## config.mk

```make
export PLATFORM = sky130hd
export DESIGN_NAME = oam_scanner
export DESIGN_NICKNAME = d
export VERILOG_FILES = /design/src/rtl/gb_pkg.sv /design/src/rtl/oam_scanner.sv
export SDC_FILE = /design/constraint.sdc
export NUM_CORES = 1
export LEC_CHECK = 0
export ABC_AREA = 1
export CAP_MARGIN = 10
export CORE_ASPECT_RATIO = 1.75
export CORE_MARGIN = 4
export CORE_UTILIZATION = 58
export CTS_CLUSTER_SIZE = 14
export DETAILED_ROUTE_END_ITERATION = 10
export HOLD_SLACK_MARGIN = 0.12
export PLACE_DENSITY = 0.85
export SLEW_MARGIN = 20
export SYNTH_ARGS = -nofsm -noshare
export SYNTH_HDL_FRONTEND = slang
export SYNTH_SLANG_ARGS = --single-unit
```

## constraint.sdc

```tcl
create_clock -name clk -period 3.8 [get_ports clk]
set_input_delay 0.38 -clock clk [delete_from_list [all_inputs] [get_ports clk]]
set_output_delay 0.38 -clock clk [all_outputs]
set_load 0.03 [all_outputs]
```

## src/rtl/gb_pkg.sv

```systemverilog
// Shared constants and types for the object (sprite) pipeline.
// The OAM scanner imports this package; it holds no logic of its own.
package gb_pkg;

    localparam int OAM_SPRITES      = 40;
    localparam int OAM_WORDS        = 80;
    localparam int MAX_LINE_SPRITES = 10;
    localparam int SPRITE_Y_OFFSET  = 16;

    typedef struct packed {
        logic [5:0] index;
        logic [7:0] x;
    } obj_hit_t;

endpackage

```

## src/rtl/oam_scanner.sv

```systemverilog
// Mode-2 OAM search: walks the 40 sprite Y/X words in fixed 80-cycle time
// and records up to 10 sprites overlapping the latched scanline.
module oam_scanner
    import gb_pkg::*;
(
    input  logic        clk,
    input  logic        reset,
    input  logic        start,
    input  logic [7:0]  ly,
    input  logic        tall,
    output logic [6:0]  oam_addr,
    input  logic [15:0] oam_data,
    output logic        busy,
    output logic        done,
    output logic [3:0]  hit_count,
    input  logic [3:0]  hit_sel,
    output logic [5:0]  hit_index,
    output logic [7:0]  hit_x
);

    typedef enum logic {IDLE, SCAN} state_t;

    state_t     state;
    logic [6:0] c;
    logic [7:0] ly_q;
    logic       tall_q;
    logic       hit;
    logic       wr_en;
    obj_hit_t   hit_buf [MAX_LINE_SPRITES];

    // Compare in 9 bits so ly + 16 past 255 and Y = 0 stay exact.
    function automatic logic is_hit(input logic [7:0] line, input logic big,
                                    input logic [7:0] y);
        logic [8:0] l9;
        logic [8:0] y9;
        logic [8:0] diff;
        l9   = {1'b0, line} + 9'(SPRITE_Y_OFFSET);
        y9   = {1'b0, y};
        diff = l9 - y9;
        return (y9 <= l9) && (diff < (big ? 9'd16 : 9'd8));
    endfunction

    assign oam_addr = (state == SCAN) ? {c[6:1], 1'b0} : 7'd0;
    assign hit      = is_hit(ly_q, tall_q, oam_data[7:0]);
    assign wr_en    = (state == SCAN) && !start && c[0] && hit
                      && (hit_count < 4'(MAX_LINE_SPRITES));

    always_ff @(posedge clk) begin
        if (reset) begin
            state     <= IDLE;
            busy      <= 1'b0;
            done      <= 1'b0;
            hit_count <= 4'd0;
            c         <= 7'd0;
            ly_q      <= 8'd0;
            tall_q    <= 1'b0;
        end else begin
            done <= 1'b0;
            if (start) begin
                state     <= SCAN;
                busy      <= 1'b1;
                ly_q      <= ly;
                tall_q    <= tall;
                hit_count <= 4'd0;
                c         <= 7'd0;
            end else if (state == SCAN) begin
                if (wr_en)
                    hit_count <= hit_count + 4'd1;
                if (c == 7'(OAM_WORDS - 1)) begin
                    state <= IDLE;
                    busy  <= 1'b0;
                    done  <= 1'b1;
                    c     <= 7'd0;
                end else begin
                    c <= c + 7'd1;
                end
            end
        end
    end

    // Entry storage is left unreset; reads beyond hit_count are masked below.
    always_ff @(posedge clk) begin
        if (wr_en && !reset) begin
            for (int i = 0; i < MAX_LINE_SPRITES; i++) begin
                if (hit_count == 4'(i))
                    hit_buf[i] <= '{index: c[6:1], x: oam_data[15:8]};
            end
        end
    end

    always_comb begin
        hit_index = 6'd0;
        hit_x     = 8'd0;
        for (int i = 0; i < MAX_LINE_SPRITES; i++) begin
            if ((hit_sel == 4'(i)) && (hit_sel < hit_count)) begin
                hit_index = hit_buf[i].index;
                hit_x     = hit_buf[i].x;
            end
        end
    end

endmodule
```

==> results.toml, run 1 <==
[worst_setup_path]
path_delay_family = "simple AND/OR/NAND/NOR gates"
critPathMaxStageDelay_ns = 0.43
end_kind = "output pin"
worst_ep_arrival_time_ns = 3.12
r2r_end = "hit_buf[5][1]$_DFFE_PP_"
reg2reg_from = "ly_q[3]$_SDFFE_PP0P_"
r2r_setup_slack_ns = 0.67
critPathRequiredTime_ns = 3.42
worstSetupEndpoint = "hit_index[2]"
crit_cells = 12
reg2reg_depth = 17
crit_start = "hit_count[1]$_SDFFE_PP0P_"
path_cells = "inv_1, ha_1, a21boi_1, o21bai_2, buf_6, nand3_1, nor2_1, nor2_1, nand4_1, nand2_1, nand4_1, buf_4"
cp_max_fo = 43
cpMaxStageDelayCell = "dfxtp_1"
worst-setup-path-type = "reg2out"
crit_buf_inv = 3
crit_path_start_kind = "register"

[power]
switching_share_pct = 23.3
leakage_nw = 3.52
p_clk_share_pct = 42.5
power_frac_seq_pct = 49.4
peakVddDrop_uv = 330
p_sw_w = 0.000917
powerDensity_mw_per_mm2 = 446
combinationalPowerShare_pct = 8.0
intPower_w = 0.00302

[synthesis]
synth_top_family_by_area = "simple AND/OR/NAND/NOR gates"
synth-seq-cells = 163
ys_warn_count = 0
yosysUniqueCellTypes = 32
synth_ff_type = "edfxtp_1"
synthXorXnorAreaFrac_pct = 1.07
muxShareOfSynthArea_pct = 0
avgSynthCellArea_um2 = 10.4
synthSimpleGateAreaFrac_pct = 24.4
syn_inst = 709
synth_area_mm2 = 0.00737
synthAdderAreaFrac_pct = 3.05
async_flop_share_pct = 0
synth_edf_count = 140
synth_compound_area_share_pct = 2.48
synthesis.nets = 759
synth_seq_area_share_pct = 63.3

[clock_tree]
htreeDepth = 4
clk_pin_slew_ns = 0.06
cts_tree = "yes"
clk_latency_ns = 0.42
cts_buffers = 17
hold_buffers = 0
clock-sinks = 163
cts_buffer_depth = 2
cts_root_buf = "clkbuf_16"

[cells_and_area]
drive_gt1_share_pct = 12.3
fin_area_mm2 = 0.00883
final_cells = 965
syn_to_final_growth_pct = 19.7
num_antenna_cells = 0
mostFrequentLayoutCells = "nand2_1, edfxtp_1, inv_1"
nFillCells = 846
nets = 834
final_common_cell = "nand2_1"

[die]
start_util_pct = 59.3
fp-row-count = 54
dieArea_mm2 = 0.0146
core_area_mm2 = 0.0124
die_w_um = 93.2
dieHeight_um = 157
ios = 59

[sta]
drv_slew = 0
tightest_slew_ns = 0.640
relSlewSlack_pct = 57.3
fin_worst_skew_ns = 0.00978
hold_violations = 0
setup_viol = 0
setup_tns_ns = 0
fmax_mhz = 285
min_period_over_period_pct = 92.2
rsz0062_at_grt = "no"
setup_ws_ns = 0.296
hold_ws_ns = 0.481
period_minus_slack_ns = 3.50

[grt]
grt_pass1_wl_um = 28000
grt_max_degree = 44
grt_overflow_total = 0
use_met1_pct = 25.8
grt_use_met3_pct = 4.40
grt_pass1_vias = 5495
antenna_found_initial = 0
grt_busiest_layer = "met2"
grt.total_usage_pct = 26.0
grtUsageMet2_pct = 47.5

[flow_run]
max-cap-violations = 0

[place]
gp_congestion = 0.903
dpl.cell_count = 933
placed_cell_area_mm2 = 0.00823
port-buffer-count = 57
dp_slack_ns = 0.137
dp_hpwl_um = 12700

[detailed_routing]
drt_pass1_iterations = 7
drt-initial-drc-count = 658
post-route-drc-count = 0
wl_per_cell_um = 18.8
via_per_inst = 5.72
wirelength_um = 18200
vias = 5520
ant_nets = 0

[run_status]
status = "complete, no violations"

[worst_hold_path]
hold_class = "reg2reg"
==> layer usage <==
metal	share of wire [%]	wire length (um)	vias up
met5	0	0	-
met1	33	6020	2596
met3	5.1	919	69
li1	-	-	2580
met2	55	9950	275
met4	7.2	1300	0
==> area by class of cell <==
type | count | area [um^2] | area share (%)
Sequential cell | 163 | 4660 | 52.8
Multi-Input combinational cell | 438 | 2300 | 26.0
Timing Repair Buffer | 75 | 739 | 8.38
Clock buffer | 17 | 425 | 4.82
Inverter | 89 | 334 | 3.78
Tap cell | 168 | 210 | 2.38
Clock inverter | 15 | 156 | 1.77
==> synthesized netlist by cell type, types with 2 or more instances <==
master	count	area share [%]
nor3_1	2	0.14
buf_2	4	0.27
ha_1	18	3.1
nand3b_1	2	0.20
nand2_2	11	0.93
o21ai_0	16	1.1
inv_1	84	4.3
xnor2_1	2	0.24
or2_2	9	0.76
nand4_1	74	6.3
nand2_4	4	0.61
a21oi_1	13	0.88
inv_2	5	0.25
clkbuf_1	12	0.61
buf_4	3	0.31
edfxtp_1	140	57
nor2_1	76	3.9
xor2_1	7	0.83
nor3_2	2	0.27
a21oi_2	2	0.24
nand3_1	32	2.2
nand3_2	2	0.27
nand2_1	158	8.0
dfxtp_1	23	6.2
==> stage by stage <==
stage	util [%]	power, W
floorplan	-	0.00217
global placement	66.2	0.00228
detailed placement	66.2	0.00229
CTS	70.9	0.00395
global route	71.0	0.00405
finish	71.0	0.00394
==> state kept, by name, summed over array words and instances (netlist names) <==
register,cells
c,7
hit_count,4
state,1
ly_q,8
busy,1
tall_q,1
done,1
hit_buf,140
==> power by group through the flow <==
| stage | Clock [W] | Sequential [W] | Combinational, W |
|---|---|---|---|
| 5_1_grt | 0.00176 | 0.00195 | 0.000340 |
| 2_1_floorplan | 0 | 0.00198 | 0.000186 |
| 3_3_place_gp | 0 | 0.00198 | 0.000300 |
| 4_1_cts | 0.00169 | 0.00195 | 0.000313 |
| 3_5_place_dp | 0 | 0.00198 | 0.000311 |
| 6_report | 0.00167 | 0.00195 | 0.000316 |
==> worst min-delay path by stage <==
stage / start / end / slack [ns] / depth (start not counted)
after floorplan: ly_q[0]$_SDFFE_PP0P_ / ly_q[0]$_SDFFE_PP0P_ / 0.44 / 2
after global placement: busy$_SDFFE_PP0P_ / busy$_SDFFE_PP0P_ / 0.47 / 2
after detailed placement: busy$_SDFFE_PP0P_ / busy$_SDFFE_PP0P_ / 0.47 / 2
after CTS: busy$_SDFFE_PP0P_ / busy$_SDFFE_PP0P_ / 0.48 / 2
after global routing: busy$_SDFFE_PP0P_ / busy$_SDFFE_PP0P_ / 0.53 / 2
final: busy$_SDFFE_PP0P_ / busy$_SDFFE_PP0P_ / 0.48 / 2
==> logic make-up after synthesis <==
logic type | count (synthesis)
XOR/XNOR | 9
flip-flops | 163
other | 1
buffers and inverters | 108
AO/OA/AOI/OAI | 34
AND/OR/NAND/NOR | 376
adder cells (fa/ha/maj) | 18
==> tightest hold or removal path: stages, from the launching register on <==
cell and delay (ns):
dfxtp_1 0.32, nand2_1 0.07, a21oi_1 0.05
==> what timing repair did <==
item,in CTS,in global routing
endpoints found under the setup margin,0,4
gates resized for setup,0,4
buffers inserted,0,0
No activity file was read; power rests on OpenSTA's default activity.
==> run 2, diff against run 1 <==
- ABC_AREA: 1 -> default
==> results.toml, run 2 <==
[place]
dp_slack_ns = -0.0599
port-buffer-count = 57
dp_hpwl_um = 11300
gp_congestion = 1.00
placed_cell_area_mm2 = 0.00796

[cells_and_area]
mostFrequentLayoutCells = "edfxtp_1, nor2_1, clkdlybuf4s50_1"
drive_gt1_share_pct = 16.5
nets = 636
syn_to_final_growth_pct = 22.8
largest_reg_flops = 140
num_antenna_cells = 0
top_regs = "hit_buf (140), ly_q (8), c (7)"
final_common_cell = "edfxtp_1"
nFillCells = 693
largest_register = "hit_buf"
fin_area_mm2 = 0.00853

[grt]
grt_pass1_wl_um = 25800
grt_max_degree = 33
grt_pass1_vias = 4885
grt.total_usage_pct = 24.4
grt_overflow_total = 0
antenna_found_initial = 0

[clock_tree]
clk_pin_slew_ns = 0.07
hold_buffers = 0
clock-sinks = 163
cts_tree = "yes"
cts_buffers = 17
clk_latency_ns = 0.42
htreeDepth = 4
cts_buffer_depth = 2
cts_root_buf = "clkbuf_16"

[synthesis]
synth_ff_type = "edfxtp_1"
syn_inst = 496
ys_warn_count = 0
synth_top_family_by_area = "compound AO/OA/AOI/OAI gates"
synthMostInstantiatedCell = "edfxtp_1"
synthAdderAreaFrac_pct = 3.24
muxShareOfSynthArea_pct = 5.83
yosysTopAreaCell = "edfxtp_1"
synthesis.nets = 546
synth_edf_count = 140
synth_top_area_share_pct = 60.5
synthSimpleGateAreaFrac_pct = 7.85
synth_seq_area_share_pct = 67.1
yosysUniqueCellTypes = 55
synth_area_mm2 = 0.00695
synth-seq-cells = 163
ys_top_cells_by_count = "edfxtp_1, nor2_1, inv_1, mux2i_1, o21ai_0"
synth_compound_area_share_pct = 12.0
synthTopCellsByArea = "edfxtp_1, dfxtp_1, mux2i_1"
synthXorXnorAreaFrac_pct = 1.01
avgSynthCellArea_um2 = 14.0
async_flop_share_pct = 0

[run_status]
status = "complete, no violations"

[detailed_routing]
drt-initial-drc-count = 383
ant_nets = 0
via_per_inst = 6.32
vias = 4640
wirelength_um = 16100
wl_per_cell_um = 22.0
drt_pass1_iterations = 5
post-route-drc-count = 0

[sta]
tightest_slew_ns = 0.624
fmax_mhz = 273
setup_tns_ns = 0
setup_viol = 0
drv_slew = 0
period_minus_slack_ns = 3.66
hold_violations = 0
setup_ws_ns = 0.136
relSlewSlack_pct = 58.3
hold_ws_ns = 0.505
fin_worst_skew_ns = 0.00853
min_period_over_period_pct = 96.4

[flow_run]
max-cap-violations = 0

[worst_setup_path]
critPathMaxStageDelay_ns = 0.52
cp_max_fo = 9
crit_path_start_kind = "register"
end_kind = "output pin"
path_cells = "inv_1, ha_1, a2111oi_4, buf_4, o2111ai_2, nor2_1, a211oi_1, o21ai_0, buf_12"
worst-setup-path-type = "reg2out"
worst_ep_arrival_time_ns = 3.28
critPathRequiredTime_ns = 3.42
crit_buf_inv = 3
cpMaxStageDelayCell = "a2111oi_4"
path_delay_family = "compound AO/OA/AOI/OAI gates"

[power]
powerDensity_mw_per_mm2 = 451
peakVddDrop_uv = 351
leakage_nw = 3.07

[die]
dieArea_mm2 = 0.0139
fp-row-count = 52
ios = 59
core_area_mm2 = 0.0116
dieHeight_um = 153
start_util_pct = 59.7
die_w_um = 90.8

[worst_hold_path]
hold_class = "reg2reg"
==> run 2: power by group <==
group / switching, W / leakage [nW] / internal (W)
Combinational: 0.000160 / 1.33 / 0.000130
Clock: 0.000706 / 0.280 / 0.000904
Sequential: 0.00000910 / 1.46 / 0.00194
==> run 2: tightest hold or removal path, delay by kind of cell, from the launching register on <==
| kind | cells | cell delay [ns] |
|---|---|---|
| AOI/OAI and AO/OA | 1 | 0.06 |
| DFF | 1 | 0.33 |
| and+or+nand+nor | 1 | 0.08 |
==> run 2: routing by layer <==
layer / track usage [%] / wire (um) / vias up
met4: 11.7 / 538 / 0
met2: 42.9 / 8770 / 192
met1: 28.2 / 6080 / 2298
li1: - / - / 2105
met3: 5.26 / 759 / 45
met5: 0 / 0 / -
==> run 2: repair_timing <==
item	4_1_cts	5_1_grt
setup buffers	0	1
endpoints found under the setup margin	0	6
gates resized for setup	0	3
==> run 2: layout make-up <==
class / count / area (um^2) / share of cell area [%]
Clock inverter: 12 / 96.3 / 1.13
Timing Repair Buffer: 91 / 878 / 10.3
Multi-Input combinational cell: 283 / 2150 / 25.1
Clock buffer: 20 / 468 / 5.48
Inverter: 30 / 113 / 1.32
Sequential cell: 163 / 4660 / 54.7
Tap cell: 135 / 169 / 1.98
==> run 2: path summary, 6_finish.rpt <==
kind                                                 from                      end  slack, ns  cells after the start
worst max-delay path            hit_count[1]$_SDFFE_PP0P_             hit_index[1]       0.14                      9
worst min-delay path                    busy$_SDFFE_PP0P_        busy$_SDFFE_PP0P_       0.51                      2
worst max register to register       ly_q[2]$_SDFFE_PP0P_  hit_buf[2][9]$_DFFE_PP_       0.41                     13
worst min register to register          busy$_SDFFE_PP0P_        busy$_SDFFE_PP0P_       0.51                      2
==> run 2: through the flow <==
| step | total power (W) | util [%] | instances |
|---|---|---|---|
| 6_report | 0.00385 | 73.3 | 734 |
| 4_1_cts | 0.00385 | 73.2 | 733 |
| 5_1_grt | 0.00396 | 73.3 | 734 |
| 2_1_floorplan | 0.00214 | - | 496 |
| 3_5_place_dp | 0.00227 | 68.4 | 701 |
| 3_3_place_gp | 0.00226 | 68.4 | 701 |
==> run 2: cell families after synthesis <==
kind of cell,Yosys count
fa+ha+maj,18
compound gates,109
flops,163
buf+inv,50
mux,34
xor+xnor,8
simple gates,113
other cells,1
